<file path="src/rtl/rv64_decode_pkg.sv">
// Shared RV64I decode definitions: opcodes, one-hot type-bit indices and the
// stored decode-buffer entry. PC is stored at its widest (64 bits); stages with
// a narrower XLEN zero-extend on store and truncate on read.
package rv64_decode_pkg;

    localparam int unsigned INSTR_W  = 32;
    localparam int unsigned TYPE_W   = 12;
    localparam int unsigned REG_W    = 5;
    localparam int unsigned FUNCT3_W = 3;
    localparam int unsigned OPC_W    = 7;
    localparam int unsigned PC_MAX_W = 64;

    localparam logic [OPC_W-1:0] OPC_LOAD      = 7'b0000011;
    localparam logic [OPC_W-1:0] OPC_OP_IMM    = 7'b0010011;
    localparam logic [OPC_W-1:0] OPC_AUIPC     = 7'b0010111;
    localparam logic [OPC_W-1:0] OPC_OP_IMM_32 = 7'b0011011;
    localparam logic [OPC_W-1:0] OPC_STORE     = 7'b0100011;
    localparam logic [OPC_W-1:0] OPC_OP        = 7'b0110011;
    localparam logic [OPC_W-1:0] OPC_LUI       = 7'b0110111;
    localparam logic [OPC_W-1:0] OPC_OP_32     = 7'b0111011;
    localparam logic [OPC_W-1:0] OPC_BRANCH    = 7'b1100011;
    localparam logic [OPC_W-1:0] OPC_JALR      = 7'b1100111;
    localparam logic [OPC_W-1:0] OPC_JAL       = 7'b1101111;

    localparam int unsigned TYPE_R       = 0;
    localparam int unsigned TYPE_R32     = 1;
    localparam int unsigned TYPE_LOAD    = 2;
    localparam int unsigned TYPE_I       = 3;
    localparam int unsigned TYPE_I32     = 4;
    localparam int unsigned TYPE_JALR    = 5;
    localparam int unsigned TYPE_STORE   = 6;
    localparam int unsigned TYPE_BRANCH  = 7;
    localparam int unsigned TYPE_LUI     = 8;
    localparam int unsigned TYPE_AUIPC   = 9;
    localparam int unsigned TYPE_JAL     = 10;
    localparam int unsigned TYPE_SHIFT_I = 11;

    typedef struct packed {
        logic [PC_MAX_W-1:0] pc;
        logic [INSTR_W-1:0]  instr;
        logic [TYPE_W-1:0]   itype;
        logic                illegal;
        logic [REG_W-1:0]    rd;
        logic [REG_W-1:0]    rs1;
        logic [REG_W-1:0]    rs2;
        logic [FUNCT3_W-1:0] funct3;
    } decode_entry_t;

endpackage

</file>
<file path="src/rtl/instr_classifier.sv">
// Combinational RV64I classifier: raw instruction word -> one-hot type vector
// and illegal flag. Type is forced to zero for illegal encodings.
// Ports: instr_i (32b word), itype_c_o (12b one-hot), illegal_c_o.
// Config: DECODE_STRICT_CHECK_EN enables funct3/funct7 legality checks;
// without it only the opcode decides legality.
module instr_classifier
    import rv64_decode_pkg::*;
(
    input  logic [INSTR_W-1:0] instr_i,
    output logic [TYPE_W-1:0]  itype_c_o,
    output logic               illegal_c_o
);

    logic [OPC_W-1:0]    opcode;
    logic [FUNCT3_W-1:0] funct3;
    logic                is_shift;
    logic                known;
    logic                fields_ok;
    logic [TYPE_W-1:0]   itype;

    assign opcode   = instr_i[6:0];
    assign funct3   = instr_i[14:12];
    assign is_shift = (funct3 == 3'b001) || (funct3 == 3'b101);

    // Opcode to type bit; shift-immediates get their own class
    always_comb begin
        itype = '0;
        known = 1'b1;
        case (opcode)
            OPC_OP:        itype[TYPE_R]      = 1'b1;
            OPC_OP_32:     itype[TYPE_R32]    = 1'b1;
            OPC_LOAD:      itype[TYPE_LOAD]   = 1'b1;
            OPC_OP_IMM: begin
                if (is_shift) itype[TYPE_SHIFT_I] = 1'b1;
                else          itype[TYPE_I]       = 1'b1;
            end
            OPC_OP_IMM_32: begin
                if (is_shift) itype[TYPE_SHIFT_I] = 1'b1;
                else          itype[TYPE_I32]     = 1'b1;
            end
            OPC_JALR:      itype[TYPE_JALR]   = 1'b1;
            OPC_STORE:     itype[TYPE_STORE]  = 1'b1;
            OPC_BRANCH:    itype[TYPE_BRANCH] = 1'b1;
            OPC_LUI:       itype[TYPE_LUI]    = 1'b1;
            OPC_AUIPC:     itype[TYPE_AUIPC]  = 1'b1;
            OPC_JAL:       itype[TYPE_JAL]    = 1'b1;
            default:       known              = 1'b0;
        endcase
    end

`ifdef DECODE_STRICT_CHECK_EN
    logic [6:0] funct7;
    logic [5:0] funct6;
    logic       f7_ok;

    assign funct7 = instr_i[31:25];
    assign funct6 = instr_i[31:26];
    // 0100000 only selects SUB / SRA variants (funct3 000 or 101)
    assign f7_ok  = (funct7 == 7'b0000000) ||
                    ((funct7 == 7'b0100000) && ((funct3 == 3'b000) || (funct3 == 3'b101)));

    // Field legality per opcode class
    always_comb begin
        fields_ok = 1'b1;
        case (opcode)
            OPC_OP:    fields_ok = f7_ok;
            OPC_OP_32: fields_ok = f7_ok &&
                                   ((funct3 == 3'b000) || (funct3 == 3'b001) || (funct3 == 3'b101));
            OPC_OP_IMM: begin
                if (is_shift) fields_ok = (funct6 == 6'b000000) ||
                                          ((funct6 == 6'b010000) && (funct3 == 3'b101));
            end
            OPC_OP_IMM_32: begin
                if (is_shift) fields_ok = f7_ok && !instr_i[25];
            end
            OPC_LOAD:   fields_ok = (funct3 != 3'b111);
            OPC_STORE:  fields_ok = !funct3[2];
            OPC_BRANCH: fields_ok = (funct3 != 3'b010) && (funct3 != 3'b011);
            OPC_JALR:   fields_ok = (funct3 == 3'b000);
            default:    fields_ok = 1'b1;
        endcase
    end
`else
    logic unused_hi;
    assign unused_hi = ^instr_i[31:15];
    assign fields_ok = 1'b1;
`endif

    assign illegal_c_o = !known || !fields_ok;
    assign itype_c_o   = illegal_c_o ? '0 : itype;

endmodule

</file>
<file path="src/rtl/instr_decode_stage.sv">
// Decode stage between fetch and the immediate extractor. Classifies each
// accepted instruction and stores the decoded entry in a 2-entry skid buffer,
// so every output (including in_ready) comes from a register.
// Ports: clk, rst_n (async active-low), flush (sync drop of everything),
// in_valid/in_ready/in_pc/in_instr (fetch side), out_valid/out_ready and the
// decoded head entry out_pc/out_instr/out_type/out_rd/out_rs1/out_rs2/
// out_funct3/out_illegal (execute side). XLEN must not exceed 64.
// Config: DECODE_STRICT_CHECK_EN (see instr_classifier).
module instr_decode_stage
    import rv64_decode_pkg::*;
#(
    parameter int unsigned XLEN = 64
) (
    input  logic                clk,
    input  logic                rst_n,
    input  logic                flush,
    input  logic                in_valid,
    output logic                in_ready,
    input  logic [XLEN-1:0]     in_pc,
    input  logic [INSTR_W-1:0]  in_instr,
    output logic                out_valid,
    input  logic                out_ready,
    output logic [XLEN-1:0]     out_pc,
    output logic [INSTR_W-1:0]  out_instr,
    output logic [TYPE_W-1:0]   out_type,
    output logic [REG_W-1:0]    out_rd,
    output logic [REG_W-1:0]    out_rs1,
    output logic [REG_W-1:0]    out_rs2,
    output logic [FUNCT3_W-1:0] out_funct3,
    output logic                out_illegal
);

    localparam logic [1:0] ST_EMPTY = 2'd0;
    localparam logic [1:0] ST_ONE   = 2'd1;
    localparam logic [1:0] ST_FULL  = 2'd2;

    logic [1:0]    state_q, state_d;
    decode_entry_t head_q, head_d;
    decode_entry_t tail_q, tail_d;
    logic          in_ready_q;
    logic          out_valid_q;

    logic [TYPE_W-1:0] cls_type;
    logic              cls_illegal;
    decode_entry_t     new_entry;
    logic              accept;
    logic              pop;

    instr_classifier u_classifier (
        .instr_i     (in_instr),
        .itype_c_o   (cls_type),
        .illegal_c_o (cls_illegal)
    );

    // Entry built on the enqueue path
    always_comb begin
        new_entry         = '0;
        new_entry.pc      = PC_MAX_W'(in_pc);
        new_entry.instr   = in_instr;
        new_entry.itype   = cls_type;
        new_entry.illegal = cls_illegal;
        new_entry.rd      = in_instr[11:7];
        new_entry.rs1     = in_instr[19:15];
        new_entry.rs2     = in_instr[24:20];
        new_entry.funct3  = in_instr[14:12];
    end

    assign accept = in_valid & in_ready_q;
    assign pop    = out_valid_q & out_ready;

    // Occupancy FSM; head is always the oldest entry
    always_comb begin
        state_d = state_q;
        head_d  = head_q;
        tail_d  = tail_q;
        if (flush) begin
            state_d = ST_EMPTY;
        end else begin
            case (state_q)
                ST_EMPTY: begin
                    if (accept) begin
                        head_d  = new_entry;
                        state_d = ST_ONE;
                    end
                end
                ST_ONE: begin
                    if (accept && pop) begin
                        head_d = new_entry;
                    end else if (accept) begin
                        tail_d  = new_entry;
                        state_d = ST_FULL;
                    end else if (pop) begin
                        state_d = ST_EMPTY;
                    end
                end
                ST_FULL: begin
                    if (pop) begin
                        head_d  = tail_q;
                        state_d = ST_ONE;
                    end
                end
                default: state_d = ST_EMPTY;
            endcase
        end
    end

    // State, payload and handshake registers
    always_ff @(posedge clk or negedge rst_n) begin
        if (!rst_n) begin
            state_q     <= ST_EMPTY;
            head_q      <= '0;
            tail_q      <= '0;
            in_ready_q  <= 1'b1;
            out_valid_q <= 1'b0;
        end else begin
            state_q     <= state_d;
            head_q      <= head_d;
            tail_q      <= tail_d;
            in_ready_q  <= (state_d != ST_FULL);
            out_valid_q <= (state_d != ST_EMPTY);
        end
    end

    assign in_ready    = in_ready_q;
    assign out_valid   = out_valid_q;
    assign out_pc      = XLEN'(head_q.pc);
    assign out_instr   = head_q.instr;
    assign out_type    = head_q.itype;
    assign out_illegal = head_q.illegal;
    assign out_rd      = head_q.rd;
    assign out_rs1     = head_q.rs1;
    assign out_rs2     = head_q.rs2;
    assign out_funct3  = head_q.funct3;

endmodule

</file>
<file path="config.mk">
export PLATFORM = sky130hd
export DESIGN_NAME = instr_decode_stage
export DESIGN_NICKNAME = d
export VERILOG_FILES = /design/src/rtl/rv64_decode_pkg.sv /design/src/rtl/instr_classifier.sv /design/src/rtl/instr_decode_stage.sv
export SDC_FILE = /design/constraint.sdc
export NUM_CORES = 1
export LEC_CHECK = 0
export BUFFER_PORTS_ARGS = -buffer_cell sky130_fd_sc_hd__buf_2
export CAP_MARGIN = 0
export CORE_MARGIN = 2
export CORE_UTILIZATION = 54
export CTS_CLUSTER_SIZE = 30
export DETAILED_ROUTE_END_ITERATION = 12
export HOLD_SLACK_MARGIN = 0.08
export MAX_ROUTING_LAYER = met4
export PLACE_DENSITY = 0.79
export SLEW_MARGIN = 20
export SYNTH_ARGS = -nofsm -noshare
export SYNTH_HDL_FRONTEND = slang
export SYNTH_HIERARCHICAL = 1
export SYNTH_SLANG_ARGS = --single-unit
</file>
<file path="constraint.sdc">
create_clock -name clk -period 1.9 [get_ports clk]
set_input_delay 0.095 -clock clk [delete_from_list [all_inputs] [get_ports clk]]
set_output_delay 0.095 -clock clk [all_outputs]
set_load 0.02 [all_outputs]
</file>
# --- After elaboration in Yosys (flattened, before gate mapping) ---
# Index checks and enable logic that the tools add are counted.
totals:
  reg_bits: 258
  latch_bits: 0
  ramBits: 0
  rom_bits: 0
  input_bits: 101
  output_inout_bits: 129
  word_cells: 79
  memories: 0
op_classes:
  addsub: 0
  n_mul: 0
  n_div: 0
  n_lt_le_gt_ge: 0
  eq_ne: 19
  shifts: 0
  n_mux: 27
  bitwise_logic: 4
  reduce_logical: 10
op_table:
  columns: ["operator", "n"]
  rows:
  - ["$mux W127", 3]
  - ["$pmux W127 S3", 1]
  - ["$eq A7 B6 Y1 const B", 4]
  - ["$eq A7 B5 Y1 const B", 3]
  - ["$eq A7 B7 Y1 const B", 3]
  - ["$mux W1", 15]
  - ["$mux W12", 1]
  - ["$mux W2", 6]
  - ["$reduce_or A11 Y1", 1]
  - ["$ne A2 B2 Y1 const B", 4]
  - ["$eq A7 B2 Y1 const B", 1]
  - ["$pmux W2 S3", 1]
  - ["$reduce_and A5 Y1", 1]
  - ["$reduce_and A4 Y1", 1]
  - ["$eq A3 B1 Y1 const B", 1]
  - ["$eq A3 B3 Y1 const B", 1]
  - ["$reduce_bool A3 Y1", 1]
  - ["$and A1 B1 Y1", 2]
  - ["$eq A2 B1 Y1 const B", 1]
  - ["$eq A2 B2 Y1 const B", 1]
  - ["$logic_not A2 Y1", 1]
  - ["$not A1 Y1", 2]
  - ["$reduce_bool A2 Y1", 1]
  - ["$reduce_or A2 Y1", 1]
  - ["3 further kinds", 3]

# --- Longest topological paths before layout ---
# Gate-level depths: netlist of run 1.
logic_depth:
  depth_word: 7
  depth_mapped: 6
  mapped_depth_nobuf: 5

# --- Modules after synthesis ---
# Netlist of run 1, hierarchy kept.
by_module_without_submodules:
  columns: ["mod", "n_inst", "cells_each", "area_per_inst_um2", "seq_area_each_um2"]
  rows:
  - ["instr_decode_stage", 1, 619, 9739.3, 5556.6]
  - ["instr_classifier", 1, 29, 160.2, 0.0]

# --- Worst setup path before layout of run 1 ---
# Ideal clock, no wire load.
synth_path:
  path_type: "reg-to-reg"
  startpoint: "register state_q[0]"
  endpoint: "register head_q, in the netlist out_instr[13]"
  setup_time_ns: 0.125
  arrival_ns: 1.625
  t_required_ns: 1.775
  setup_slack_ns: 0.150
  path_stages_with_launch: 7
  n_path_buf: 3
  synth_period_minus_slack_ns: 1.750
  path_cell_list: "dfrtp_1 nand2b_1 o32ai_1 buf_4 buf_6 buf_6 mux2_2"
synth_via:
  elab_chain_len: 3
  word_cells_on_any_way: 9
  classes_between: "eq/ne (5); mux (1); reduce/logical (3)"
synth_lines:
  columns: ["element", "line", "rtl"]
  rows:
  - ["start, declared", "instr_decode_stage.sv:37", "logic [1:0] state_q, state_d;"]
  - ["start signal, assigned", "instr_decode_stage.sv:116", "state_q <= state_d;"]
  - ["$eq A2 B1 Y1, or another cell as far along", "instr_decode_stage.sv:79", "case (state_q)"]
  - ["$ne A2 B2 Y1 (no source line) or $reduce_bool A3 Y1 (tied branches)", null, null]
  - ["$reduce_and A5 Y1 (no source line)", null, null]
  - ["end signal, assigned", "instr_decode_stage.sv:111", "head_q <= '0;"]
  - ["end signal, assigned", "instr_decode_stage.sv:117", "head_q <= head_d;"]
  - ["end, declared", "instr_decode_stage.sv:38", "decode_entry_t head_q, head_d;"]
# Several ways; a longest one is shown, not always the timed one.
# A chain may end at the register's enable or synchronous reset.

# --- Final worst setup path of run 1 ---
layout_path:
  startpoint: "register out_valid_q, in the netlist out_valid"
  endpoint: "register tail_q[108] in the netlist's numbering"
layout_via:
  elab_chain_len: 4
layout_lines:
  columns: ["element", "line", "rtl"]
  rows:
  - ["start, declared", "instr_decode_stage.sv:41", "logic out_valid_q;"]
  - ["start signal, assigned", "instr_decode_stage.sv:120", "out_valid_q <= (state_d != ST_EMPTY);"]
  - ["$and A1 B1 Y1", "instr_decode_stage.sv:69", "assign pop = out_valid_q & out_ready;"]
  - ["$logic_and A1 B1 Y1", "instr_decode_stage.sv:87", "if (accept && pop) begin"]
  - ["$not A1 Y1 (no source line)", null, null]
  - ["$reduce_and A4 Y1 (no source line)", null, null]
  - ["end signal, assigned", "instr_decode_stage.sv:118", "tail_q <= tail_d;"]
  - ["end, declared", "instr_decode_stage.sv:39", "decode_entry_t tail_q, tail_d;"]
# No other way between the ends.

==> run summary, run 1 <==
Placed Cells -> 1073
Crit path largest cell delay -> 0.41 ns
Rel. slew slack -> 67.7%
Synth top area share -> 55.9%
Gr ovfl total -> 0
GPL Wtd Cong -> 0.776
Layout cell share with drive strength beyond 1 -> 63.2%
Global-route wire length before repair -> 37.5 mm
Synthesis Warnings -> 6
Cell taking the most area after synthesis -> dfrtp_1
Drt wl/cell -> 19.6 um
Sw Ratio -> 30.8%
Final WS setup -> 0.0629 ns
Number of synthesized flops with an enable pin -> 0
Initial Util -> 55.1%
Power, Total -> 16.4 mW
CTS Buf Count -> 24
Max-Cap Viols -> 0
Drt total wl -> 24.0 mm
Worst Reg2Reg Path Length in Cells -> 5
Reg clk slew, reported paths -> 0.06 ns
Reg2reg start -> out_valid
Largest net degree at the start of global routing -> 61
Final Skew -> 0.00683 ns
Most frequent CP cell -> buf_12
Post-place setup slack -> 0.0166 ns
Vias per cell -> 5.37
Cell internal pwr -> 11.3 mW
Hold slack -> 0.136 ns
Worst setup EP type -> flip-flop
Routed vias -> 6585
Final HPWL DP -> 14.4 mm
NetSw -> 5.03 mW
Post-synthesis sequential area ratio -> 56.1%
Max-slew violation count -> 0
Die Ht -> 139 um
Part of the power in the clock network -> 27.6%
Top FF cell, synth -> dfrtp_1
Reg2reg end -> tail_q[108]
Final period util -> 96.7%
Synth unique cells -> 31
Top Ports -> 230
Vias in the first global route -> 7374
Die footprint -> 0.0194 mm^2
Hold Crit Class -> primary input to asynchronous set/reset pin
# port buffers -> 229
Setup violators final -> 0
Cells along the critical path -> a21boi_2, nand4_1, buf_12, buf_12, mux2_2
Critical path type -> flip-flop to flip-flop
Sequential Power Share -> 43.8%
DIE WIDTH -> 139 um
TritonRoute pass-1 iters -> 4
Post-Syn Area -> 0.00990 mm^2
CP Max Fanout -> 31
Num rows -> 49
WP data arrival -> 2.22 ns
Post-Layout Cell Count -> 1226
Least-Margin Pin Slew -> 0.484 ns
Root cell of the clock tree -> clkbuf_16
Antenna Cells -> 0
Mean Syn Cell Area -> 15.3 um^2
Leakage power -> 6.13 nW
H-tree Lvls -> 1
Total negative slack -> 0 ns
Power per standard cell area -> 1230 mW/mm^2
Detail Route Antenna Nets -> 0
Iter 0 DRT Violations -> 169
CP Launch Type -> flip-flop
Initial antenna violation count -> 0
Clk buf depth -> 3
CTS tree -> built
Core footprint -> 0.0180 mm^2
Drt drc -> 0
Combinational share of power -> 28.6%
Total GRT Usage -> 24.2%
Final hold violations -> 0
CP Data Required Time -> 2.28 ns
Final net count -> 1082
Peak Freq -> 0.544 GHz
Flop-to-flop setup slack -> 0.06 ns
Status -> finished, final reports clean
Post-Syn Nets -> 749
CP max-delay cell -> dfrtp_1
Top post-synthesis cells by area -> dfrtp_1 56%, mux2_2 37%, buf_4 2.1%
Synthesized flop and latch total -> 222
Post-synthesis instance total -> 648
Clk_lat worst skew -> 0.51 ns
Peak supply drop -> 0.000904 V
RSZ-0062 raised after global routing -> no
Post-route minimum period -> 1.84 ns
P&R area growth vs syn -> 34.1%
Clock sinks -> 222
Async SR Flop Fraction -> 100%
## repair_timing
action                                 in CTS  in global routing
endpoints found under the hold margin     413                  0
hold buffers                              101                  0
setup buffers                               0                  5
setup endpoints to repair                   0                163
gates resized for setup                     0                  8
## cell families after synthesis
kind of cell | share of synthesized area (%)
mux | 37.3
flops | 56.1
buf+inv | 4.07
simple gates | 1.79
compound gates | 0.708
## sequential cells by signal, indices dropped and copies added (netlist names)
name,flops
out_type,12
out_pc,64
state_q,2
out_illegal,1
out_valid,1
out_instr,32
in_ready,1
tail_q,109
## area by class of cell
| type | count | area, um^2 |
|---|---|---|
| clock buffers | 36 | 707 |
| clock inverters | 6 | 61.3 |
| fillers | 1124 | 4690 |
| inverters | 4 | 15.0 |
| multi-input cells | 367 | 3990 |
| flip-flops and latches | 222 | 5560 |
| well taps | 229 | 287 |
| repair buffers | 362 | 2660 |
## power by group through the flow
| stage | clock network (mW) | logic, mW | registers [mW] |
|---|---|---|---|
| global placement | 0 | 4.22 | 7.05 |
| global route | 4.79 | 4.98 | 7.36 |
| finish | 4.51 | 4.67 | 7.17 |
| detailed placement | 0 | 4.40 | 7.19 |
| CTS | 4.60 | 4.58 | 7.13 |
| floorplan | 0 | 2.23 | 7.86 |
## worst max-delay path: cells and delay by family, from the launching register on
family / cells / cell delay (ns)
AOI/OAI and AO/OA: 1 / 0.27
buffers and inverters: 2 / 0.42
DFF: 1 / 0.41
muxes: 1 / 0.30
and+or+nand+nor: 1 / 0.29
## worst max-delay path by stage
stage                     slack (ns)       start  depth (start not counted)       endpoint
final                           0.06   out_valid                          5    tail_q[108]
after floorplan                 0.15  state_q[0]                          6  out_instr[13]
after global placement           0.1  state_q[0]                          4     out_pc[44]
after global routing            0.02  state_q[0]                          5    tail_q[108]
after detailed placement        0.02  state_q[0]                          4     out_pc[45]
after CTS                       0.02  state_q[0]                          5     out_pc[58]
## cell usage after synthesis (3+ instances only)
library cell / number
nor4_1: 4
nand2_1: 3
mux2_2: 327
buf_2: 19
buf_6: 7
buf_4: 28
nor3_1: 4
inv_1: 4
nor2_1: 5
dfrtp_1: 221
## cells in the final DEF, fill, tap and decap left out, drive strengths merged, types with 2 or more instances in the layout
cell type    synthesis  layout
a211oi               2       2
buf                 54     255
clkbuf               1      42
clkinv               0       4
dfrtp              221     221
dlygate4sd3          0     101
inv                  4       5
mux2               327     327
nand2                3       3
nand2b               2       2
nand3                2       2
nand4                2       2
nor2                 5       5
nor3                 4       4
nor4                 4       4
or3                  2       2
## metal layers
layer,up-vias,GRT usage (%),part of all wire (%)
met5,-,-,0
met1,3330,27.2,39
met4,0,7.92,3.5
li1,3002,-,-
met3,67,4.47,4.4
met2,186,43.6,53
## per-stage QoR
stage               instance area (um^2)  util, %
floorplan                           9900        -
global placement                   11300     62.9
detailed placement                 11300     62.9
CTS                                13100     72.8
global route                       13300     73.9
finish                             13300     73.9
(Power assumes the default switching activity.)
==> run 2: changes to the inputs <==
--- a/config.mk
+++ b/config.mk
@@ -14,6 +14,7 @@
 export HOLD_SLACK_MARGIN = 0.08
 export MAX_ROUTING_LAYER = met4
 export PLACE_DENSITY = 0.79
+export REMOVE_ABC_BUFFERS = 1
 export SLEW_MARGIN = 20
 export SYNTH_ARGS = -nofsm -noshare
 export SYNTH_HDL_FRONTEND = slang
==> run 2 against run 1 <==
Power decreased by 0.36%. Worst hold slack improved by 0.026 ns. Critical path depth decreased by 1. Worst setup slack got worse by 0.0089 ns. Sequential cell count unchanged. Via count decreased by 0.71%. Non-clock buffer count increased by 4. Clock-buffer cell count increased by 2. Wire length decreased by 5.0%. Register-to-register slack about the same. Clock skew increased by 0.0048 ns. Sequential power about the same. Largest power group unchanged. Highest routed layer unchanged.
==> run summary, run 2 (synthesized netlist as in run 1, its figures left out) <==
Peak supply drop -> 0.000889 V (-1.6%)
Vias per cell -> 5.32 (-1.0%)
# port buffers -> 229 (unchanged)
Drt drc -> 0 (unchanged)
Leakage power -> 6.17 nW (+0.64%)
Power per standard cell area -> 1220 mW/mm^2 (-0.86%)
Global-route wire length before repair -> 36.6 mm (-2.2%)
Rel. slew slack -> 63.1% (-4.6 points)
Final hold violations -> 0 (unchanged)
Layout cell share with drive strength beyond 1 -> 63.5% (+0.31 points)
Vias in the first global route -> 7239 (-1.8%)
Biggest register -> tail_q
Initial Util -> 55.1% (unchanged)
Clk_lat worst skew -> 0.50 ns (about the same)
Number of flip-flops in the largest register -> 109 (unchanged)
TritonRoute pass-1 iters -> 4 (unchanged)
Post-Layout Cell Count -> 1230 (+0.33%)
GPL Wtd Cong -> 0.762 (-1.8%)
CTS tree -> built
Post-place setup slack -> -0.0592 ns (-0.0758 ns)
Clk buf depth -> 3 (unchanged)
Gr ovfl total -> 0 (unchanged)
Peak Freq -> 0.542 GHz (-0.48%)
WP data arrival -> 2.28 ns (+0.06 ns)
Worst Reg2Reg Path Length in Cells -> 4 (-1)
Final HPWL DP -> 14.5 mm (+0.34%)
Routed vias -> 6538 (-0.71%)
DIE WIDTH -> 139 um (unchanged)
Commonest non-fill, non-tap cells in the layout -> 327 x mux2_2, 228 x buf_2, 219 x dfrtp_1, 101 x dlygate4sd3_1, 28 x clkbuf_16
Detail Route Antenna Nets -> 0 (unchanged)
Largest net degree at the start of global routing -> 73 (+20%)
Crit path from -> state_q[0]
Final Skew -> 0.0116 ns (+0.00479 ns)
Iter 0 DRT Violations -> 225 (+33%)
Initial antenna violation count -> 1 (+1)
Placed Cells -> 1077 (+0.37%)
CTS Buf Count -> 24 (unchanged)
Num rows -> 49 (unchanged)
Clock sinks -> 222 (unchanged)
Reg clk slew, reported paths -> 0.06 ns (about the same)
Final net count -> 1086 (+0.37%)
Reg2reg start -> state_q[0]
CP Data Required Time -> 2.34 ns (+0.06 ns)
Hold Crit Class -> primary input to asynchronous set/reset pin
Post-route minimum period -> 1.85 ns (+0.00888 ns)
Die footprint -> 0.0194 mm^2 (unchanged)
Status -> finished, final reports clean
Max-Cap Viols -> 0 (unchanged)
Root cell of the clock tree -> clkbuf_16
Least-Margin Pin Slew -> 0.553 ns (+0.0691 ns)
Final WS setup -> 0.0540 ns (-0.00888 ns)
Drt wl/cell -> 18.5 um (-5.3%)
Drt total wl -> 22.8 mm (-5.0%)
H-tree Lvls -> 1 (unchanged)
Total GRT Usage -> 23.6% (-0.61 points)
CP Launch Type -> flip-flop
Max-slew violation count -> 0 (unchanged)
Top Ports -> 230 (unchanged)
Critical path type -> flip-flop to flip-flop
P&R area growth vs syn -> 34.8%
RSZ-0062 raised after global routing -> yes
Setup violators final -> 0 (unchanged)
Core footprint -> 0.0180 mm^2 (unchanged)
Die Ht -> 139 um (unchanged)
Worst setup EP type -> flip-flop
Commonest non-fill, non-tap cell in the layout -> mux2_2
Final period util -> 97.2% (+0.47 points)
CP Max Fanout -> 6 (-81%)
## run 2: changes by cell type in the layout (fill, tap and decap cells not counted), sizes merged
| cell | change |
|---|---|
| bufinv | -1 |
| inv | -1 |
| diode | +1 |
| clkbuf | -1 |
| buf | +7 |
| clkinv | -1 |
## run 2: critical path, cell delays in order, from the launching register on
cell	delay [ns]
dfrtp_2	0.43
a21boi_2	0.27
a211oi_1	0.11
nor4bb_1	0.36
dlygate4sd3_1	0.61
## run 2: timing repair
item | in CTS | in global routing
gates resized for setup | 1 | 5
gates cloned | 0 | 3
endpoints found under the setup margin | 63 | 143
hold endpoints to repair | 384 | 0
setup buffers | 5 | 2
pin swaps | 1 | 1
hold buffers | 101 | 0
## run 2: layer usage
metal  GRT usage (%)  part of all wire, %  vias up
met3            3.99                  5.1       31
met4            6.06                  1.6        0
met5               -                    0        -
li1                -                    -     2993
met2            41.2                   52      176
met1            28.6                   41     3338
## run 2: worst paths after layout
path	slack, ns	end
setup reg to reg	0.05	state_q[0]
min in group clk	0.37	tail_q[65]
setup / recovery	0.05	state_q[0]
hold / removal	0.16	tail_q[114]
max in group asynchronous	0.94	out_pc[11]
hold reg to reg	0.50	out_type[5]
## run 2: final cells by class
| type | instances | area (um^2) |
|---|---|---|
| inverters | 4 | 15.0 |
| repair buffers | 366 | 2730 |
| multi-input cells | 367 | 3970 |
| diodes | 1 | 2.50 |
| flip-flops and latches | 222 | 5560 |
| fillers | 1134 | 4620 |
| well taps | 229 | 287 |
| clock buffers | 38 | 754 |
| clock inverters | 3 | 15.0 |
## run 2: stage by stage
| step | hold WS, ns | cell area, um^2 | setup TNS [ns] | utilization, % | total power [mW] |
|---|---|---|---|---|---|
| final | 0.162 | 13300 | 0 | 74.3 | 16.3 |
| after global routing | 0.203 | 13300 | -0.0240 | 74.3 | 17.1 |
| after CTS | 0.164 | 13200 | 0 | 73.6 | 16.3 |
| after detailed placement | 0.0957 | 11400 | -1.41 | 63.4 | 11.6 |
| after global placement | 0.0752 | 11400 | 0 | 63.4 | 11.3 |
| after floorplan | -0.201 | 9510 | -1217.21 | - | 9.99 |
## run 2: where the power goes
part	switching [mW]	internal [mW]	total, mW	leakage [nW]
clock	1.77	2.70	4.47	0.383
combinational	2.33	2.33	4.66	3.09
sequential	0.853	6.31	7.17	2.70
==> run 3: changes to the inputs <==
--- a/config.mk
+++ b/config.mk
@@ -5,10 +5,11 @@
 export SDC_FILE = /design/constraint.sdc
 export NUM_CORES = 1
 export LEC_CHECK = 0
+export ABC_AREA = 1
 export BUFFER_PORTS_ARGS = -buffer_cell sky130_fd_sc_hd__buf_2
 export CAP_MARGIN = 0
 export CORE_MARGIN = 2
-export CORE_UTILIZATION = 54
+export CORE_UTILIZATION = 55
 export CTS_CLUSTER_SIZE = 30
 export DETAILED_ROUTE_END_ITERATION = 12
 export HOLD_SLACK_MARGIN = 0.08
==> run 3 against run 2 <==
Clock skew is 0.0039 ns lower. Via count is 53% higher. Clock-buffer cell count unchanged. Wire length increased by 25%. Register-to-register slack gained 0.02 ns. Area after synthesis up 11%. Cell count up 58%. Critical path depth rose by 2. Cell area rose by 5.8%. First-iteration DRC count rose to 3.3 times the previous value. Worst hold slack lost 0.040 ns. Power is 16% higher. Critical path type unchanged. Largest power group unchanged.
==> run summary, run 3 <==
Vias per cell -> 5.13 (-3.4%)
Final net count -> 1766 (+63%)
Final HPWL DP -> 15.9 mm (+9.8%)
WP data arrival -> 2.27 ns (about the same)
Max-slew violation count -> 0 (unchanged)
Largest net degree at the start of global routing -> 151 (+110%)
GPL Wtd Cong -> 0.850 (+12%)
Detail Route Antenna Nets -> 0 (unchanged)
Top FF cell, synth -> dfrtp_1
RSZ-0062 raised after global routing -> yes
Hold Crit Class -> primary input to asynchronous set/reset pin
Post-place setup slack -> 0.124 ns (+0.183 ns)
Die Ht -> 145 um (+4.4%)
Drt wl/cell -> 14.6 um (-21%)
Crit path largest cell delay -> 0.46 ns (-0.15 ns)
Peak Freq -> 0.547 GHz (+1.0%)
CP Launch Type -> flip-flop
Final hold violations -> 0 (unchanged)
Max-Cap Viols -> 0 (unchanged)
Synth unique cells -> 23 (-26%)
Cells along the critical path -> a21oi_1, nand2_1, nor2_4, buf_4, nand3_1, nand2_1
Commonest non-fill, non-tap cell in the layout -> nand2_1
Post-CTS setup buffers -> 0 (-5)
Async SR Flop Fraction -> 100% (unchanged)
Synthesis Warnings -> 6 (unchanged)
CP Max Fanout -> 27 (+21)
Final Skew -> 0.00773 ns (-0.00388 ns)
Commonest non-fill, non-tap cells in the layout -> 301 x nand2_1, 235 x inv_1, 228 x buf_2, 221 x dfrtp_1, 112 x nand3_1
Setup violators final -> 0 (unchanged)
Critical path type -> flip-flop to flip-flop
Vias in the first global route -> 9807 (+35%)
Cell taking the most area after synthesis -> dfrtp_1
Post-route minimum period -> 1.83 ns (-0.0185 ns)
Mean Syn Cell Area -> 7.87 um^2 (-49%)
Gr ovfl total -> 0 (unchanged)
Least-Margin Pin Slew -> 0.548 ns (-0.00509 ns)
Leakage power -> 7.70 nW (+25%)
Post-synthesis instance total -> 1400 (+120%)
Clk buf depth -> 3 (unchanged)
Clk_lat worst skew -> 0.51 ns (about the same)
CP max-delay cell -> dfrtp_1
P&R area growth vs syn -> 28.2%
Rel. slew slack -> 63.5% (+0.34 points)
Synth top area share -> 50.2% (-5.6 points)
Flop-to-flop setup slack -> 0.07 ns (+0.02 ns)
Iter 0 DRT Violations -> 742 (+230%)
Power per standard cell area -> 1340 mW/mm^2 (+9.8%)
Final period util -> 96.2% (-0.97 points)
Peak supply drop -> 0.000877 V (-1.4%)
Number of synthesized flops with an enable pin -> 0 (unchanged)
Final WS setup -> 0.0725 ns (+0.0185 ns)
Reg clk slew, reported paths -> 0.06 ns (about the same)
Crit path from -> state_q[0]
Routed vias -> 9998 (+53%)
Top Ports -> 230 (unchanged)
DIE WIDTH -> 145 um (+4.4%)
CP Data Required Time -> 2.34 ns (about the same)
CTS Buf Count -> 24 (unchanged)
Biggest register -> tail_q
Core footprint -> 0.0195 mm^2 (+8.7%)
CTS tree -> built
Global-route wire length before repair -> 47.2 mm (+29%)
Reg2reg start -> state_q[0]
TritonRoute pass-1 iters -> 5 (+1)
Post-synth top cells -> 302 x nand2_1, 235 x inv_1, 221 x dfrtp_1
Post-synthesis sequential area ratio -> 50.5% (-5.7 points)
Synthesized flop and latch total -> 222 (unchanged)
Total negative slack -> 0 ns (unchanged)
Clock sinks -> 222 (unchanged)
Status -> finished, final reports clean
Initial antenna violation count -> 0 (-1)
Initial Util -> 56.4% (+1.3 points)
H-tree Lvls -> 1 (unchanged)
# port buffers -> 229 (unchanged)
Root cell of the clock tree -> clkbuf_16
Reg2reg end -> out_pc[56]
Layout cell share with drive strength beyond 1 -> 18.5% (-45 points)
CP endpoint -> out_pc[56]
Total GRT Usage -> 27.3% (+3.7 points)
Num rows -> 51 (+4.1%)
Most frequent CP cell -> nand2_1
Worst setup EP type -> flip-flop
Die footprint -> 0.0212 mm^2 (+8.9%)
Post-Syn Area -> 0.0110 mm^2 (+11%)
Top-count cell post-synth -> nand2_1
Number of flip-flops in the largest register -> 109 (unchanged)
Antenna Cells -> 0 (-1)
Top post-synthesis cells by area -> dfrtp_1 50%, nand2_1 10%, inv_1 8.0%
Drt drc -> 0 (unchanged)
Worst Reg2Reg Path Length in Cells -> 6 (+2)
Drt total wl -> 28.5 mm (+25%)
run 3: changes by cell type after synthesis, sizes merged, moves of 36 or more:
cell,previous run,this run
o21bai,0,109
o21ai,1,173
nor2,5,69
inv,4,239
nand2,3,306
mux2,327,0
clkbuf,1,37
a21oi,1,49
nand3,2,116
run 3: metrics by stage:
step | cells | utilization [%] | hold slack, ns | power [mW] | instance area [um^2]
floorplan | 1288 | - | -0.201 | 11.7 | 10400
global placement | 1805 | 62.9 | 0.0934 | 13.7 | 12300
detailed placement | 1805 | 62.9 | 0.0941 | 14.0 | 12300
CTS | 1947 | 72.1 | 0.125 | 19.0 | 14100
global route | 1948 | 72.3 | 0.173 | 20.2 | 14100
finish | 1948 | 72.3 | 0.122 | 18.9 | 14100
run 3: power by group:
group | internal (mW) | switching (mW)
clock | 2.88 | 1.86
combinational | 2.44 | 4.17
sequential | 6.63 | 0.961
run 3: worst min-delay path by stage:
| stage | to | slack (ns) | start |
|---|---|---|---|
| 5_1_grt | state_q[0] | 0.17 | in_valid |
| 2_1_floorplan | out_illegal | -0.20 | rst_n |
| 4_1_cts | state_q[0] | 0.13 | in_valid |
| 3_3_place_gp | out_pc[53] | 0.09 | rst_n |
| 6_report | out_pc[53] | 0.12 | rst_n |
| 3_5_place_dp | out_pc[53] | 0.09 | rst_n |
run 3: per-layer routing:
metal | up-vias | global-route usage (%) | routed length, um | part of all wire [%]
li1 | 4885 | - | - | -
met1 | 4668 | 35.7 | 12000 | 42
met2 | 382 | 44.9 | 13900 | 49
met3 | 63 | 3.32 | 1890 | 6.6
met4 | 0 | 8.38 | 748 | 2.6
met5 | - | - | 0 | 0
run 3: what timing repair did:
action / in CTS / in global routing
resized for setup: 0 / 2
endpoints found under the hold margin: 429 / 0
setup endpoints to repair: 0 / 46
hold buffers: 98 / 0
run 3: logic make-up after synthesis:
| group | synth area share, % |
|---|---|
| buf+inv | 13.4 |
| flops | 50.5 |
| compound gates | 17.6 |
| simple gates | 18.6 |
run 3: layout make-up:
type                    instances  area, um^2
clock buffers                  38         764
clock inverters                 6        55.1
fillers                      1464        5410
inverters                     239         900
multi-input cells             827        4020
flip-flops and latches        222        5560
well taps                     265         332
repair buffers                351        2480
run 3: critical path: cells and delay by family, from the launching register on:
kind / cells / cell delay, ns
AO/OA/AOI/OAI: 1 / 0.40
flip-flops: 1 / 0.46
AND/OR/NAND/NOR: 4 / 0.57
buffers and inverters: 1 / 0.32
